File: src/rtl/controlador_conversao.sv
// Binary to decimal/hex/octal digit converter for 7-segment display.
// Optional AUTO_BASE_EN: periodic automatic base advance while displaying.
module controlador_conversao #(
  parameter int PERIODO_AUTO = 50000000
) (
  input  logic       clk,
  input  logic       reset,
  input  logic [7:0] valor_binario,
  input  logic       valor_valido,
  input  logic       botao_base,
  output logic [1:0] base_atual,
  output logic [3:0] digito_unidade,
  output logic [3:0] digito_dezena,
  output logic [3:0] digito_centena,
  output logic       ocupado,
  output logic       pronto
);

  typedef enum logic [1:0] {
    OCIOSO,
    CONVERTE,
    EXIBE
  } estado_t;

  estado_t     estado;
  logic [7:0]  valor;
  logic [7:0]  desloc;
  logic [11:0] bcd;
  logic [2:0]  passo;
  logic        pendente;
  logic        botao_ant;
  logic        borda;
  logic        evento;
  logic        avanca;
  logic        inicia;
  logic [7:0]  valor_novo;
  logic [19:0] dd_prox;
  logic [11:0] digitos;

  function automatic logic [1:0] prox_base(input logic [1:0] b);
    case (b)
      2'b00:   return 2'b01;
      2'b01:   return 2'b10;
      default: return 2'b00;
    endcase
  endfunction

  // One double-dabble iteration: add-3 correction, then shift left.
  function automatic logic [19:0] dd_passo(
    input logic [11:0] b,
    input logic [7:0]  s
  );
    logic [11:0] a;
    a = b;
    if (a[3:0] >= 4'd5)   a[3:0]  = a[3:0]  + 4'd3;
    if (a[7:4] >= 4'd5)   a[7:4]  = a[7:4]  + 4'd3;
    if (a[11:8] >= 4'd5)  a[11:8] = a[11:8] + 4'd3;
    return {a[10:0], s, 1'b0};
  endfunction

  assign borda   = botao_base & ~botao_ant;
  assign dd_prox = dd_passo(bcd, desloc);

`ifdef AUTO_BASE_EN
  logic [31:0] cont_auto;
  logic        auto_evt;

  assign auto_evt = (estado == EXIBE) &&
                    (cont_auto == 32'(PERIODO_AUTO - 1));
  assign evento   = borda | auto_evt;

  // Counts only while EXIBE is held; any exit restarts from zero.
  always_ff @(posedge clk or posedge reset) begin
    if (reset) begin
      cont_auto <= '0;
    end else if (estado == EXIBE &&
                 !(valor_valido || evento || pendente)) begin
      cont_auto <= cont_auto + 32'd1;
    end else begin
      cont_auto <= '0;
    end
  end
`else
  assign evento = borda;
`endif

  always_comb begin
    avanca     = 1'b0;
    inicia     = 1'b0;
    valor_novo = valor_valido ? valor_binario : valor;
    if (estado == OCIOSO) begin
      avanca = evento;
      inicia = valor_valido;
    end else if (estado == EXIBE) begin
      avanca = evento | pendente;
      inicia = valor_valido | avanca;
    end
  end

  always_comb begin
    digitos = '0;
    case (base_atual)
      2'b00:   digitos = dd_prox[19:8];
      2'b01:   digitos = {4'h0, valor[7:4], valor[3:0]};
      2'b10:   digitos = {2'b00, valor[7:6], 1'b0, valor[5:3],
                          1'b0, valor[2:0]};
      default: digitos = '0;
    endcase
  end

  always_ff @(posedge clk or posedge reset) begin
    if (reset) begin
      estado         <= OCIOSO;
      base_atual     <= 2'b00;
      digito_unidade <= '0;
      digito_dezena  <= '0;
      digito_centena <= '0;
      ocupado        <= 1'b0;
      pronto         <= 1'b0;
      pendente       <= 1'b0;
      valor          <= '0;
      desloc         <= '0;
      bcd            <= '0;
      passo          <= '0;
      botao_ant      <= 1'b0;
    end else begin
      botao_ant <= botao_base;
      pronto    <= 1'b0;
      case (estado)
        OCIOSO, EXIBE: begin
          if (avanca) begin
            base_atual <= prox_base(base_atual);
            pendente   <= 1'b0;
          end
          if (inicia) begin
            valor   <= valor_novo;
            desloc  <= valor_novo;
            bcd     <= '0;
            passo   <= '0;
            ocupado <= 1'b1;
            estado  <= CONVERTE;
          end
        end
        CONVERTE: begin
          if (evento) pendente <= 1'b1;
          if (base_atual == 2'b00 && passo != 3'd7) begin
            bcd    <= dd_prox[19:8];
            desloc <= dd_prox[7:0];
            passo  <= passo + 3'd1;
          end else begin
            digito_centena <= digitos[11:8];
            digito_dezena  <= digitos[7:4];
            digito_unidade <= digitos[3:0];
            ocupado        <= 1'b0;
            pronto         <= 1'b1;
            estado         <= EXIBE;
          end
        end
        default: estado <= OCIOSO;
      endcase
    end
  end

endmodule

File: config.mk
export PLATFORM = sky130hd
export DESIGN_NAME = controlador_conversao
export DESIGN_NICKNAME = d
export VERILOG_FILES = /design/src/rtl/controlador_conversao.sv
export SDC_FILE = /design/constraint.sdc
export NUM_CORES = 1
export LEC_CHECK = 0
export CELL_PAD_IN_SITES_DETAIL_PLACEMENT = 1
export CELL_PAD_IN_SITES_GLOBAL_PLACEMENT = 1
export CORE_ASPECT_RATIO = 0.6
export CORE_MARGIN = 2
export CORE_UTILIZATION = 47
export DETAILED_ROUTE_END_ITERATION = 8
export PLACE_DENSITY = 0.95
export SKIP_CTS_REPAIR_TIMING = 1
export SYNTH_ARGS = -nofsm -noshare
export SYNTH_HDL_FRONTEND = slang
export SYNTH_SLANG_ARGS = --single-unit
File: constraint.sdc
create_clock -name clk -period 4.55 [get_ports clk]
set_clock_uncertainty 0.05 [all_clocks]
set_input_delay 0.455 -clock clk [delete_from_list [all_inputs] [get_ports clk]]
set_output_delay 0.455 -clock clk [all_outputs]
set_load 0.005 [all_outputs]
# Word-level counts from Yosys, hierarchy flattened
# Index checks and enable logic that the tools add are counted.
# totals
out_inout_bits,16
register_bits,51
elab_cells,77
input_bits,12
# classes
muxes,30
n_reduce_logical,12
order_cmp,3
eq_ne,10
n_bitwise,5
n_addsub,4
# op_table
op,n
$pmux 12 s3,1
$mux 12,2
$mux 8,3
$pmux 12 s2,1
$pmux 8 s2,1
$ge 4x3->1 const B,3
$mux 1,10
$ne 2x2->1 const B,5
$mux 3,3
$reduce_and 3->1,3
$add 4x2->4 const B,2
$mux 4,2
$pmux 2 s2,2
$reduce_and 2->1,4
$pmux 3 s2,1
$eq 2x1->1 const B,2
$eq 2x2->1 const B,2
$logic_not 2->1,2
$mux 2,2
$pmux 1 s2,2
$add 3x1->3 const B,1
$add 3x2->3 const B,1
$ne 3x3->1 const B,1
$not 1->1,2
5 further kinds,6

# Logic depth before layout (Yosys ltp)
# logic_depth
word_depth,8
depth_mapped,8
mapped_depth_nobuf,7

# Least setup slack after synthesis
# OpenSTA, ideal clock, no wires.
# synth_path
path_type,reg2reg
from,reg passo[0]
to,reg desloc[0]
t_required_ns,4.371
path_slack_ns,2.748
setup_time_ns,0.129
t_arrival_ns,1.623
period_less_slack_ns,1.802
path_stages_with_launch,9
cell_sequence,dfrtp_1 -> ha_1 -> ha_1 -> nor3_1 -> nand2_1 -> and2_4 -> buf_6 -> buf_6 -> o2bb2ai_1
# synth_between
elab_chain_cells,4
# synth_lines
item,line,text
"start, declared",29,logic [2:0] passo;
"start signal, assigned",149,passo <= passo + 3'd1;
$ne 3x3->1,146,if (base_atual == 2'b00 && passo != 3'd7) begin
$logic_and 1x1->1,146,
$ne 2x2->1 (no source line),--,
$reduce_and 3->1 (no source line),--,
"end signal, assigned",137,desloc <= valor_novo;
"end signal, assigned",148,desloc <= dd_prox[7:0];
"end, declared",27,logic [7:0] desloc;
# Every way passes these cells.
# A chain may end at the register's enable or synchronous reset.

# Final worst setup path
# layout_path
from,reg passo[0]
to,reg bcd[5]
# layout_between
elab_chain_cells,4
# layout_lines
item,line,text
$ne 3x3->1,146,
$logic_and 1x1->1,146,
$ne 2x2->1 (no source line),--,
$reduce_and 3->1 (no source line),--,
"end signal, assigned",147,bcd <= dd_prox[19:8];
"end, declared",28,logic [11:0] bcd;
# Every way passes these cells.

==> reports/qor.csv <==
stage,metric,value,unit
clock_network,cts_sinks,51,
critical_path,reg2reg_depth,7,
sta,rsz0062_at_grt,no,
sta,tightestPinTransition,1.064,ns
critical_path,cp_top_family,simple AND/OR/NAND/NOR gates,
layout,finalNetCount,288,
logic_synthesis,async_flop_share,100.0,%
floorplanning,fp.dieH,61.03,um
critical_path,crit_type,flop to flop,
critical_path,slowest_delay,0.58,ns
placement,place_hpwl,4701,um
sta,final_min_period_over_clock_period,60.35,%
clock_network,clk_latency,0.32,ns
critical_path,reg2reg_from,passo[0]$_DFFE_PP0P_,
clock_network,cts.clk_slew.worst_paths,0.09,ns
grt,grt_max_degree,52,
logic_synthesis,ys_seq_area_share,50.10,%
drt,avgViaCountPerCell,5.830,
grt,grt_pass1_wl,10640,um
drt,firstDrtPassIters,4,
layout,nFillCells,573,
sta,report.final.hold_viol_count,0,
logic_synthesis,synth.avg_cell_area,10.40,um2
layout,drive_gt1_share,11.90,%
floorplanning,die_area,6044,um2
clock_network,cts_tree,built,
logic_synthesis,synth_seq_cells,51,
layout,synthToLayoutAreaGrowth,14.24,%
floorplanning,core_area,5130,um2
sta,maxSlewViolCount,0,
logic_synthesis,synth_ff_type,dfrtp_1,
layout,antenna_cells,0,
drt,ant_nets,0,
placement,io_buffers,27,
logic_synthesis,syn_nets,265,
logic_synthesis,yosysUniqueCellTypes,42,
floorplanning,rows,20,
logic_synthesis,yosysWarnings,0,
power_and_ir_drop,powerDensity,625.4,nW/um2
placement,post-place-ws,1.813,ns
critical_path,reg2reg_slack,1.80,ns
run_status,status,completed,
clock_network,numCtsBuffers,5,
sta,max-slew-margin-rel,28.94,%
grt,track_usage,23.33,%
floorplanning,ioPinCount,28,
sta,setup_ws,1.804,ns
critical_path,crit_chain,ha_1 -> ha_1 -> nor3_1 -> nand2_1 -> and2_4 -> inv_2 -> o22ai_1,
critical_path,r2r-end,bcd[5]$_DFFE_PP0P_,
placement,dpl_cell_area,2829,um2
min_path,hold_end,digito_unidade[3]$_DFFE_PP0P_,
floorplanning,start_util,49.66,%
grt,gr-total-overflow,0,
critical_path,critPathMostFrequentCell,ha_1,
drt,drt_iter0_drc,97,
min_path,min_path_cells,2,
critical_path,crit_buf_inv,1,
grt,grt_pass1_vias,2060,
power_and_ir_drop,ir_drop,0.2532,mV
critical_path,cp_max_fo,20,
drt,drc,0,
layout,fin_area,2910,um2
critical_path,cp-start-kind,flop,
grt,antenna_found_initial,0,
logic_synthesis,synth_cells,245,
critical_path,slowest_stage,nand2_1,
drt,vias,1953,
flow_run,max_cap_violations,0,
drt,finalWirelength,6434,um
placement,gp_congestion,0.7605,
drt,routedWlPerCell,19.21,um
logic_synthesis,synth_edf_count,0,
clock_network,htree_levels,2,
clock_network,root_buffer,clkbuf_8,
sta,fin_tns_setup,0,ns
clock_network,clockBufferDepth,2,
sta,min_period,2.746,ns
logic_synthesis,netlist_area,2547,um2
critical_path,critical_path_required,4.66,ns
sta,setup_viol_count_final,0,
min_path,hold_start,digito_unidade[3]$_DFFE_PP0P_,
layout,fin_util,56.73,%
power_and_ir_drop,power_leakage,1.278,nW
floorplanning,dieWidth,99.05,um
sta,max_freq,364.2,MHz
critical_path,arrival,2.86,ns
critical_path,end_kind,flop,
min_path,hold_class,flop to flop,
## placed cells by master (no fill, tap or decap), types with 2 or more instances in the layout
| cell type | count |
|---|---|
| nand2_1 | 20 |
| a22o_1 | 3 |
| o211ai_1 | 2 |
| o21a_1 | 2 |
| dfrtp_1 | 51 |
| a21oi_1 | 20 |
| ha_1 | 8 |
| clkdlybuf4s50_1 | 27 |
| mux2_2 | 12 |
| a221oi_1 | 2 |
| and2_1 | 2 |
| o31ai_1 | 2 |
| clkbuf_1 | 2 |
| nand3_1 | 9 |
| nor2_1 | 16 |
| nand2b_1 | 7 |
| o2bb2ai_1 | 4 |
| a21o_1 | 4 |
| or3b_2 | 2 |
| nor2b_1 | 4 |
| o21ai_1 | 3 |
| inv_1 | 7 |
| xnor2_1 | 3 |
| mux2i_1 | 9 |
| inv_2 | 3 |
| o21ai_2 | 6 |
| o21ai_0 | 14 |
| clkbuf_8 | 5 |
| nor3b_1 | 2 |
| o22ai_1 | 5 |
## how the worst max path moves through the flow
stage	from	to	slack (ns)	cells past startpoint
2_1_floorplan	passo[0]$_DFFE_PP0P_	desloc[0]$_DFFE_PP0P_	2.75	8
3_3_place_gp	valor_valido	bcd[9]$_DFFE_PP0P_	1.97	6
3_5_place_dp	passo[0]$_DFFE_PP0P_	bcd[5]$_DFFE_PP0P_	1.81	7
4_1_cts	passo[0]$_DFFE_PP0P_	bcd[5]$_DFFE_PP0P_	1.82	7
5_1_grt	passo[0]$_DFFE_PP0P_	bcd[8]$_DFFE_PP0P_	1.61	7
6_report	passo[0]$_DFFE_PP0P_	bcd[5]$_DFFE_PP0P_	1.80	7
## worst reg2reg max path: stages, from the launching register on
cell	delay, ns
dfrtp_1	0.41
ha_1	0.21
ha_1	0.20
nor3_1	0.44
nand2_1	0.58
and2_4	0.46
inv_2	0.15
o22ai_1	0.10
## metal layers
layer / global-route usage [%] / part of all wire (%) / wire (um)
met1: 33.14 / 49 / 3156
met2: 38.03 / 45 / 2922
met3: 4.313 / 4.2 / 271
met4: 6.067 / 1.3 / 84
met5: 0 / 0 / 0
## synthesized netlist by cell type, types with 3 or more instances
master | n | area, um2
xnor2_1 | 3 | 26.28
o2bb2ai_1 | 4 | 35.03
a21oi_1 | 20 | 100.1
ha_1 | 8 | 100.1
nor2_1 | 16 | 60.06
nor2b_1 | 4 | 25.02
o21ai_0 | 14 | 70.07
o22ai_1 | 5 | 31.28
dfrtp_1 | 51 | 1276
o21ai_1 | 3 | 15.01
mux2_2 | 12 | 135.1
nand2_1 | 20 | 75.07
nand3_1 | 9 | 45.04
buf_6 | 3 | 33.78
mux2i_1 | 9 | 90.09
nand2b_1 | 7 | 43.79
inv_1 | 8 | 30.03
a21o_1 | 4 | 30.03
buf_2 | 6 | 30.03
a22o_1 | 3 | 26.28
o21ai_2 | 6 | 52.55
## logic make-up after synthesis
logic type	Yosys count	share of synthesized area, %
simple gates	68	13.31
mux	21	8.841
flops	51	50.10
fa+ha+maj	8	3.929
compound gates	71	17.88
buf+inv	22	4.568
xor+xnor	4	1.375
## cell type report
cell class | count | area [um2] | area share [%]
flip-flops and latches | 51 | 1276 | 43.85
multi-input cells | 172 | 1155 | 39.68
repair buffers | 28 | 277.8 | 9.544
well taps | 66 | 82.58 | 2.837
clock buffers | 7 | 76.32 | 2.623
inverters | 10 | 37.54 | 1.290
clock inverters | 1 | 5.005 | 0.1720
## sequential cells by signal, summed over array words and instances (netlist names)
| signal | flops |
|---|---|
| botao_ant | 1 |
| pronto | 1 |
| ocupado | 1 |
| pendente | 1 |
| digito_unidade | 4 |
| estado | 2 |
| desloc | 8 |
| passo | 3 |
| valor | 8 |
| digito_dezena | 4 |
| base_atual | 2 |
| bcd | 12 |
| digito_centena | 4 |
## through the flow
step / hold slack [ns] / std cells / power [W]
floorplan: 0.4064 / 245 / 0.001285
global placement: 0.4117 / 327 / 0.001506
detailed placement: 0.4377 / 327 / 0.001560
CTS: 0.4589 / 335 / 0.001825
global route: 0.4816 / 335 / 0.001951
finish: 0.4476 / 335 / 0.001820
## power by group
part           internal (W)  switching [W]  total (W)
clock network      0.000108       0.000153   0.000261
registers          0.000611       0.000158   0.000769
logic              0.000345       0.000445   0.000791
Power figures use the tool's default switching activity.
